[src/rtl/mc_pkg.sv]
// Shared types and encodings for the multicycle MIPS control unit.
// Holds the state enum, opcode/funct values, select encodings and the per-state control table.
package mc_pkg;

    typedef logic        u1;
    typedef logic [31:0] u32;

    typedef enum logic [3:0] {
        S_FETCH    = 4'd0,
        S_DECODE   = 4'd1,
        S_MEMADR   = 4'd2,
        S_MEMRD    = 4'd3,
        S_MEMWB    = 4'd4,
        S_MEMWR    = 4'd5,
        S_RTYPEEX  = 4'd6,
        S_RTYPEWB  = 4'd7,
        S_BRANCHEX = 4'd8,
        S_IMMEX    = 4'd9,
        S_IMMWB    = 4'd10,
        S_JEX      = 4'd11
    } state_t;

    localparam logic [5:0] OP_RTYPE = 6'b000000;
    localparam logic [5:0] OP_LW    = 6'b100011;
    localparam logic [5:0] OP_SW    = 6'b101011;
    localparam logic [5:0] OP_BEQ   = 6'b000100;
    localparam logic [5:0] OP_BNE   = 6'b000101;
    localparam logic [5:0] OP_ADDI  = 6'b001000;
    localparam logic [5:0] OP_ANDI  = 6'b001100;
    localparam logic [5:0] OP_ORI   = 6'b001101;
    localparam logic [5:0] OP_SLTI  = 6'b001010;
    localparam logic [5:0] OP_J     = 6'b000010;

    localparam logic [5:0] FN_ADD = 6'b100000;
    localparam logic [5:0] FN_SUB = 6'b100010;
    localparam logic [5:0] FN_AND = 6'b100100;
    localparam logic [5:0] FN_OR  = 6'b100101;
    localparam logic [5:0] FN_SLT = 6'b101010;

    localparam logic [2:0] ALU_ADD = 3'b010;
    localparam logic [2:0] ALU_SUB = 3'b110;
    localparam logic [2:0] ALU_AND = 3'b000;
    localparam logic [2:0] ALU_OR  = 3'b001;
    localparam logic [2:0] ALU_SLT = 3'b111;

    localparam logic [1:0] SRCB_B      = 2'b00;
    localparam logic [1:0] SRCB_FOUR   = 2'b01;
    localparam logic [1:0] SRCB_IMM    = 2'b10;
    localparam logic [1:0] SRCB_IMMSH2 = 2'b11;

    localparam logic [1:0] PCSRC_ALU    = 2'b00;
    localparam logic [1:0] PCSRC_ALUOUT = 2'b01;
    localparam logic [1:0] PCSRC_JUMP   = 2'b10;

    // Control fields that depend on the state alone; these are registered in the top.
    typedef struct packed {
        u1          iord;
        u1          memwrite;
        u1          irwrite;
        u1          regdst;
        u1          memtoreg;
        u1          regwrite;
        u1          alusrca;
        u1          pcwrite;
        logic [1:0] alusrcb;
        logic [1:0] pcsrc;
    } ctrl_t;

    function automatic ctrl_t state_ctrl(input state_t s);
        ctrl_t c;
        c = '0;
        case (s)
            S_FETCH: begin
                c.irwrite = 1'b1;
                c.alusrcb = SRCB_FOUR;
                c.pcsrc   = PCSRC_ALU;
                c.pcwrite = 1'b1;
            end
            S_DECODE:   c.alusrcb = SRCB_IMMSH2;
            S_MEMADR: begin
                c.alusrca = 1'b1;
                c.alusrcb = SRCB_IMM;
            end
            S_MEMRD:    c.iord = 1'b1;
            S_MEMWB: begin
                c.memtoreg = 1'b1;
                c.regwrite = 1'b1;
            end
            S_MEMWR: begin
                c.iord     = 1'b1;
                c.memwrite = 1'b1;
            end
            S_RTYPEEX: begin
                c.alusrca = 1'b1;
                c.alusrcb = SRCB_B;
            end
            S_RTYPEWB: begin
                c.regdst   = 1'b1;
                c.regwrite = 1'b1;
            end
            S_BRANCHEX: begin
                c.alusrca = 1'b1;
                c.alusrcb = SRCB_B;
                c.pcsrc   = PCSRC_ALUOUT;
            end
            S_IMMEX: begin
                c.alusrca = 1'b1;
                c.alusrcb = SRCB_IMM;
            end
            S_IMMWB:    c.regwrite = 1'b1;
            S_JEX: begin
                c.pcsrc   = PCSRC_JUMP;
                c.pcwrite = 1'b1;
            end
            default:    c = '0;
        endcase
        return c;
    endfunction

    function automatic u1 opcode_legal(input logic [5:0] op);
        case (op)
            OP_RTYPE, OP_LW, OP_SW, OP_BEQ, OP_BNE,
            OP_ADDI, OP_ANDI, OP_ORI, OP_SLTI, OP_J: return 1'b1;
            default:                                 return 1'b0;
        endcase
    endfunction

endpackage

[src/rtl/mc_aludec.sv]
// ALU operation decoder: picks the ALU op for the current state from opcode/funct,
// and flags R-type instructions whose funct is not supported.
module mc_aludec
    import mc_pkg::*;
(
    input  state_t     state,
    input  logic [5:0] opcode,
    input  logic [5:0] funct,
    output logic [2:0] alucontrol,
    output u1          funct_illegal
);

    logic [2:0] funct_alu;
    logic [2:0] imm_alu;

    always_comb begin
        funct_alu     = ALU_ADD;
        funct_illegal = 1'b0;
        case (funct)
            FN_ADD:  funct_alu = ALU_ADD;
            FN_SUB:  funct_alu = ALU_SUB;
            FN_AND:  funct_alu = ALU_AND;
            FN_OR:   funct_alu = ALU_OR;
            FN_SLT:  funct_alu = ALU_SLT;
            default: funct_illegal = (opcode == OP_RTYPE);
        endcase
    end

    always_comb begin
        imm_alu = ALU_ADD;
        case (opcode)
            OP_ANDI: imm_alu = ALU_AND;
            OP_ORI:  imm_alu = ALU_OR;
            OP_SLTI: imm_alu = ALU_SLT;
            default: imm_alu = ALU_ADD;
        endcase
    end

    // States that do not use the ALU drive 000.
    always_comb begin
        alucontrol = 3'b000;
        case (state)
            S_FETCH, S_DECODE, S_MEMADR: alucontrol = ALU_ADD;
            S_RTYPEEX:                   alucontrol = funct_alu;
            S_BRANCHEX:                  alucontrol = ALU_SUB;
            S_IMMEX:                     alucontrol = imm_alu;
            default:                     alucontrol = 3'b000;
        endcase
    end

endmodule

[src/rtl/multicycle_ctrl.sv]
// Main control FSM for the multicycle MIPS cpu: sequences fetch/decode/execute/memory/writeback
// and drives every datapath select and enable.
module multicycle_ctrl
    import mc_pkg::*;
#(
    parameter state_t RESET_STATE = S_FETCH
) (
    input  logic       clk,
    input  logic       reset,
    input  logic [5:0] opcode,
    input  logic [5:0] funct,
    input  logic       zero,
    output logic       pcen,
    output logic       iord,
    output logic       memwrite,
    output logic       irwrite,
    output logic       regdst,
    output logic       memtoreg,
    output logic       regwrite,
    output logic       alusrca,
    output logic [1:0] alusrcb,
    output logic [1:0] pcsrc,
    output logic [2:0] alucontrol,
    output logic       illegal,
    output logic [3:0] state
);

    state_t state_q;
    state_t state_d;
    state_t state_sel;
    ctrl_t  ctrl_q;
    u1      started_q;
    u1      funct_illegal;
    u1      branch_taken;

    mc_aludec u_aludec (
        .state         (state_q),
        .opcode        (opcode),
        .funct         (funct),
        .alucontrol    (alucontrol),
        .funct_illegal (funct_illegal)
    );

    always_comb begin
        state_d = S_FETCH;
        case (state_q)
            S_FETCH:  state_d = S_DECODE;
            S_DECODE: begin
                case (opcode)
                    OP_LW, OP_SW:                      state_d = S_MEMADR;
                    OP_RTYPE:                          state_d = funct_illegal ? S_FETCH : S_RTYPEEX;
                    OP_BEQ, OP_BNE:                    state_d = S_BRANCHEX;
                    OP_ADDI, OP_ANDI, OP_ORI, OP_SLTI: state_d = S_IMMEX;
                    OP_J:                              state_d = S_JEX;
                    default:                           state_d = S_FETCH;
                endcase
            end
            S_MEMADR:  state_d = (opcode == OP_LW) ? S_MEMRD : S_MEMWR;
            S_MEMRD:   state_d = S_MEMWB;
            S_RTYPEEX: state_d = S_RTYPEWB;
            S_IMMEX:   state_d = S_IMMWB;
            default:   state_d = S_FETCH;
        endcase
    end

    // The first edge after reset release loads RESET_STATE's outputs without advancing,
    // so that state is actually seen with its enables asserted for one cycle.
    assign state_sel = started_q ? state_d : state_q;

    always_ff @(posedge clk or negedge reset) begin
        if (!reset) begin
            state_q   <= RESET_STATE;
            ctrl_q    <= '0;
            started_q <= 1'b0;
        end else begin
            state_q   <= state_sel;
            ctrl_q    <= state_ctrl(state_sel);
            started_q <= 1'b1;
        end
    end

    assign branch_taken = (state_q == S_BRANCHEX) &&
                          (((opcode == OP_BEQ) && zero) || ((opcode == OP_BNE) && !zero));

    assign pcen     = ctrl_q.pcwrite | branch_taken;
    assign iord     = ctrl_q.iord;
    assign memwrite = ctrl_q.memwrite;
    assign irwrite  = ctrl_q.irwrite;
    assign regdst   = ctrl_q.regdst;
    assign memtoreg = ctrl_q.memtoreg;
    assign regwrite = ctrl_q.regwrite;
    assign alusrca  = ctrl_q.alusrca;
    assign alusrcb  = ctrl_q.alusrcb;
    assign pcsrc    = ctrl_q.pcsrc;
    assign illegal  = (state_q == S_DECODE) && (!opcode_legal(opcode) || funct_illegal);
    assign state    = state_q;

endmodule

[config.mk]
export PLATFORM = sky130hd
export DESIGN_NAME = multicycle_ctrl
export DESIGN_NICKNAME = d
export VERILOG_FILES = /design/src/rtl/mc_pkg.sv /design/src/rtl/mc_aludec.sv /design/src/rtl/multicycle_ctrl.sv
export SDC_FILE = /design/constraint.sdc
export NUM_CORES = 1
export LEC_CHECK = 0
export CAP_MARGIN = 25
export CORE_UTILIZATION = 46
export DETAILED_ROUTE_END_ITERATION = 10
export GPL_TIMING_DRIVEN = 1
export PLACE_DENSITY = 0.79
export SYNTH_ARGS = -nofsm -noshare
export SYNTH_HDL_FRONTEND = slang
export SYNTH_SLANG_ARGS = --single-unit
[constraint.sdc]
create_clock -name clk -period 2.37 [get_ports clk]
set_input_delay 0.711 -clock clk [delete_from_list [all_inputs] [get_ports clk]]
set_output_delay 0.711 -clock clk [all_outputs]
set_load 0.1 [all_outputs]
# == Word level (Yosys, flattened, before mapping) ==
# Index checks and enable logic that the tools add are counted.
# word_totals
ff_bits,17
inputBits,15
output_inout_bits,20
elab_cells,86
# op_classes
n_eq_ne,31
mux,20
bitwise,1
reduce_logical,22
# op_table
operator,count
"6-bit equality test, second input constant",7
"4-bit equality test, second input constant",6
"6-bit by 4-bit equality test with 1-bit output, second input constant",4
3-bit case mux with 4 select lines,2
4-bit case mux with 6 select lines,1
"4-bit by 3-bit equality test with 1-bit output, second input constant",5
4-bit case mux with 5 select lines,1
"4-bit by 2-bit equality test with 1-bit output, second input constant",4
"6-bit by 3-bit equality test with 1-bit output, second input constant",2
1-bit two-way mux,10
10-bit OR reduction,1
2-bit OR reduction,5
3-bit case mux with 3 select lines,1
"4-bit by 1-bit equality test with 1-bit output, second input constant",2
4-bit logical NOT,2
4-bit OR reduction,2
"6-bit by 2-bit equality test with 1-bit output, second input constant",1
6-bit logical NOT,1
3-bit two-way mux,2
2-bit case mux with 3 select lines,1
3-bit OR reduction,2
5-bit OR reduction,1
1-bit logical AND,4
4-bit two-way mux,1
4 further kinds,6

# == Logic depth before layout (Yosys ltp) ==
# Gate-level depths: netlist (run 1).
# depth
word_depth,10
depth_mapped,8
ltp_nobuf,7

# == Modules after synthesis ==
# A second synthesis (run 1) with hierarchy kept.
# unflattened
cells_unflattened,126
area_unflattened_um2,1122.3
# by_module_without_submodules
module,n_inst,cells_per_inst,area_each_um2,seq_area_each_um2
multicycle_ctrl,1,98,938.4,425.4
mc_aludec,1,28,183.9,0.0

# == Worst setup path before layout (run 1) ==
# Ideal clock, no wire load.
# synth_timing
kind,reg2out
startpoint,register state_q[0] (netlist: state[0])
endpoint,output illegal
arrival_ns,4.474
required_time_ns,1.659
slack_ns,-2.815
stages_incl_launch_ff,4
path_buffers,1
cell_sequence,dfrtp_1 > buf_6 > or3b_4 > nor4_1
# synth_between
elab_chain_len,2
# synth_rtl
item,line_no,rtl
from (decl),multicycle_ctrl.sv:28,state_t state_q;
from (signal assigned),multicycle_ctrl.sv:76,state_q <= state_sel;
4-bit by 1-bit equality test with 1-bit output,multicycle_ctrl.sv:95,assign illegal = (state_q == S_DECODE) && (!opcode_legal(opcode) || funct_illegal);
1-bit logical AND,multicycle_ctrl.sv:95,
to (decl),multicycle_ctrl.sv:24,"output logic illegal,"
# Every way passes these cells.

# == Worst setup path after layout (run 1) ==
# layout_timing
startpoint,register state_q[0] (netlist: state[0])
endpoint,output alucontrol[0]
# layout_between
elab_chain_len,3
word_cells_on_any_way,8
cone_classes,5 x eq/ne; 1 x mux; 2 x reduce/logical
# layout_rtl
item,line_no,rtl
"4-bit by 1-bit equality test with 1-bit output, or another cell as far along",mc_aludec.sv:42,case (state)
3-bit OR reduction,mc_aludec.sv:42,
3-bit case mux with 4 select lines *,mc_aludec.sv:42,
to (decl),multicycle_ctrl.sv:23,"output logic [2:0] alucontrol,"
# Every way passes the cells marked *; elsewhere a longest branch is shown, timed or not.

==> summary.txt, run 1 <==
Timing
  – Slew Limit Fails: 0
  – Rel. slew slack: 64.4%
  – Final setup fails: 5
  – Fmax: 407 MHz
  – Final Hold Vio Count: 0
  – Worst Skew: 0.00242 ns
  – Slew @ Worst Pin: 0.533 ns
  – Tmin final: 2.46 ns
  – RSZ-0062 raised after global routing: yes
  – Fin crit share: 104%
  – Setup ws final: -0.0868 ns
  – Post-route setup TNS: -0.318 ns

Placed design
  – Gp weighted congestion: 0.826
  – Placed Instance Area: 1730 µm²
  – Setup slack after placement: -0.571 ns
  – Detailed placement HPWL: 2540 µm
  – I/O Buffers: 34

Global route
  – First-pass GRT wire length: 6100 µm
  – Remaining global-route overflow: 0
  – GRT Util Overall: 31.0%
  – Largest net degree at the start of global routing: 13
  – Initial antenna violation count: 0
  – Vias in the first global route: 1306

Setup path
  – Worst Reg2Reg Path Length in Cells: 7
  – CP Launch Type: register
  – WP buf/inv: 1
  – CP Data Arrival Time: 1.75 ns
  – R2R Setup Slk: 0.27 ns
  – Crit path from: state[0]
  – Cell family with most CP delay: flip-flops
  – Worst r2r dst: ctrl_q[4]
  – CP max FO: 6
  – Worst R2R Start: state[2]
  – Kind of end point of the critical path: output pin
  – Largest stage delay, worst path: 0.53 ns
  – Worst EP required: 1.66 ns
  – Worst path depth: 4
  – Crit-path cells: nor2_2 > nand4_1 > o22ai_4 > buf_12
  – CP max stage cell: dfrtp_4
  – Classification of the worst setup path: register to output pin
  – Worst setup path endpoint: alucontrol[0]

Run status
  – Failing checks: negative setup slack
  – Status: finished, violations left

Power
  – Seq pwr share: 28.3%
  – Switching Fraction: 48.1%
  – Leakage power: 0.897 nW
  – Worst VDD drop: 0.635 mV
  – Design Power: 1.26 mW
  – P_sw: 0.604 mW
  – Clock group share of total power: 12.4%
  – Comb power frac: 59.2%
  – Cell Pwr Density: 637 nW/µm²
  – Internal Power: 0.651 mW

Floorplan
  – FP Rows: 17
  – Core footprint: 2300 µm²
  – Die ar.: 2730 µm²
  – IO Pins: 35
  – Initial core utilization: 50.5%
  – Die width: 52.2 µm
  – Die Height: 52.2 µm

Synth
  – Post-synth top area share: 36.7%
  – Library cells used by synthesis: 53
  – Synth area leader: dfrtp_1
  – Cell Area, Synth: 1160 µm²
  – Main synth FF type: dfrtp_1
  – Post-synth EDFFs: 0
  – Mapped Cells: 123
  – YS warnings: 0
  – Post-synth ARST share: 100%
  – Register bit total from synthesis: 17
  – Mean Syn Cell Area: 9.43 µm²
  – Syn Nets: 138
  – Seq/Total Area, Yosys: 36.7%
  – Synth area leaders: dfrtp_1 37%, nor2_1 4.9%, buf_4 4.5%, nand2b_1 3.2%, a21oi_1 2.6%

Final layout
  – Commonest non-fill, non-tap cell in the layout: buf_4
  – Design area: 1970 µm²
  – Fillers: 123
  – Most frequent cells in the layout: 56 x buf_4, 13 x dfrtp_1, 11 x nor2_1
  – Layout area overhead: 70.0%
  – Nets: 209
  – Number of diodes: 0
  – Layout cells sized above 1: 61.7%
  – Layout Utilization: 85.8%

CTS
  – Clock sinks: 17
  – Skew-Pair Late Insertion Delay: 0.29 ns
  – Root Driver: clkbuf_4
  – Htree depth: 1
  – CTS tree: built
  – CTS max path bufs: 2
  – Hold buffer count at CTS: 0
  – Number of buffers created by CTS: 3
  – Clk pin slew, worst setup/hold paths: 0.10 ns

Routing
  – Drc violations: 0
  – Iter 0 DRT Violations: 50
  – Antenna Nets Post-Route: 0
  – Post-Route WL: 3870 µm
  – DR vias: 1277
  – Pre-antenna DRT Iters: 6
  – Drt via density: 5.78
  – Wirelength per Cell: 17.5 µm

Worst hold path
  – Hold crit path type: input port to async pin

Run
  – Max Cap Viol: 0
[cell families (layout without fill, tap and decap cells)]
logic type / after synthesis / in the layout / synth area share [%]
and+or+nand+nor: 58 / 58 / 27.4
buffers and inverters: 14 / 84 / 10.7
DFF: 17 / 17 / 36.7
xor gates and xnor gates: 2 / 2 / 1.51
AOI/OAI and AO/OA: 29 / 29 / 21.3
other: 1 / 1 / 0.323
muxes: 2 / 2 / 2.16
[registers in the layout (all words and copies together) (netlist names)]
register,flops
alusrca,1
alusrcb,2
ctrl_q,1
iord,1
irwrite,1
memtoreg,1
memwrite,1
pcsrc,2
regdst,1
regwrite,1
started_q,1
state,4
[area by class of cell]
cell class / count / area (µm²) / share of cell area (%)
clock buffer: 4 / 26.3 / 1.33
inverter: 3 / 12.5 / 0.635
multi-input combinational: 92 / 778 / 39.5
sequential: 17 / 438 / 22.2
tap: 28 / 35.0 / 1.78
timing repair buffer: 77 / 682 / 34.6
[power by group through the flow]
stage | clock (mW) | sequential (mW) | combinational (mW)
CTS | 0.161 | 0.353 | 0.723
detailed placement | 0 | 0.369 | 0.666
floorplan | 0 | 0.515 | 0.332
global placement | 0 | 0.367 | 0.656
global route | 0.174 | 0.358 | 0.772
finish | 0.156 | 0.356 | 0.744
[Yosys cell counts (2+ instances only)]
master / number
a211oi_1: 2
nor4_1: 3
o22ai_1: 3
nand2_2: 2
inv_1: 2
nor2_1: 15
clkbuf_8: 2
nor2b_1: 4
dfrtp_1: 17
nand2_1: 8
nand3_1: 3
nand2b_1: 6
nand4_1: 3
o21ai_0: 2
a21oi_1: 6
nor4b_1: 2
buf_4: 7
[layer usage]
| layer | up-vias | GRT usage, % | part of all wire [%] |
|---|---|---|---|
| li1 | 582 | - | - |
| met1 | 628 | 38.9 | 42 |
| met2 | 63 | 54.1 | 50 |
| met3 | 4 | 8.12 | 6.8 |
| met4 | 0 | 4.82 | 1.2 |
| met5 | - | 0 | 0 |
[per-stage QoR]
stage,hold slack [ns],instances
after detailed placement,0.815,202
final,0.757,221
after CTS,0.764,217
after floorplan,0.415,123
after global placement,0.802,202
after global routing,0.776,221
[how the worst min path moves through the flow]
| stage | from | endpoint | slack [ns] | depth (start not counted) |
|---|---|---|---|---|
| 2_1_floorplan | reset | alusrca | 0.42 | 0 |
| 3_3_place_gp | state[3] | state[0] | 0.80 | 2 |
| 3_5_place_dp | state[3] | state[0] | 0.81 | 2 |
| 4_1_cts | reset | regwrite | 0.76 | 1 |
| 5_1_grt | reset | pcsrc[1] | 0.78 | 1 |
| 6_report | reset | regwrite | 0.76 | 1 |
[repair_timing]
| action | 4_1_cts | 5_1_grt |
|---|---|---|
| gates resized for setup | 73 | 14 |
| pin swaps | 21 | 6 |
| endpoints found under the setup margin | 17 | 4 |
| gates cloned | 0 | 0 |
| setup buffers | 11 | 4 |
(Power assumes the default switching activity.)
==> run 2: changes to the inputs <==
- SLEW_MARGIN: not set -> 20
==> results of run 2 <==
The final DEF is identical to that of run 1; final timing and power are the same.
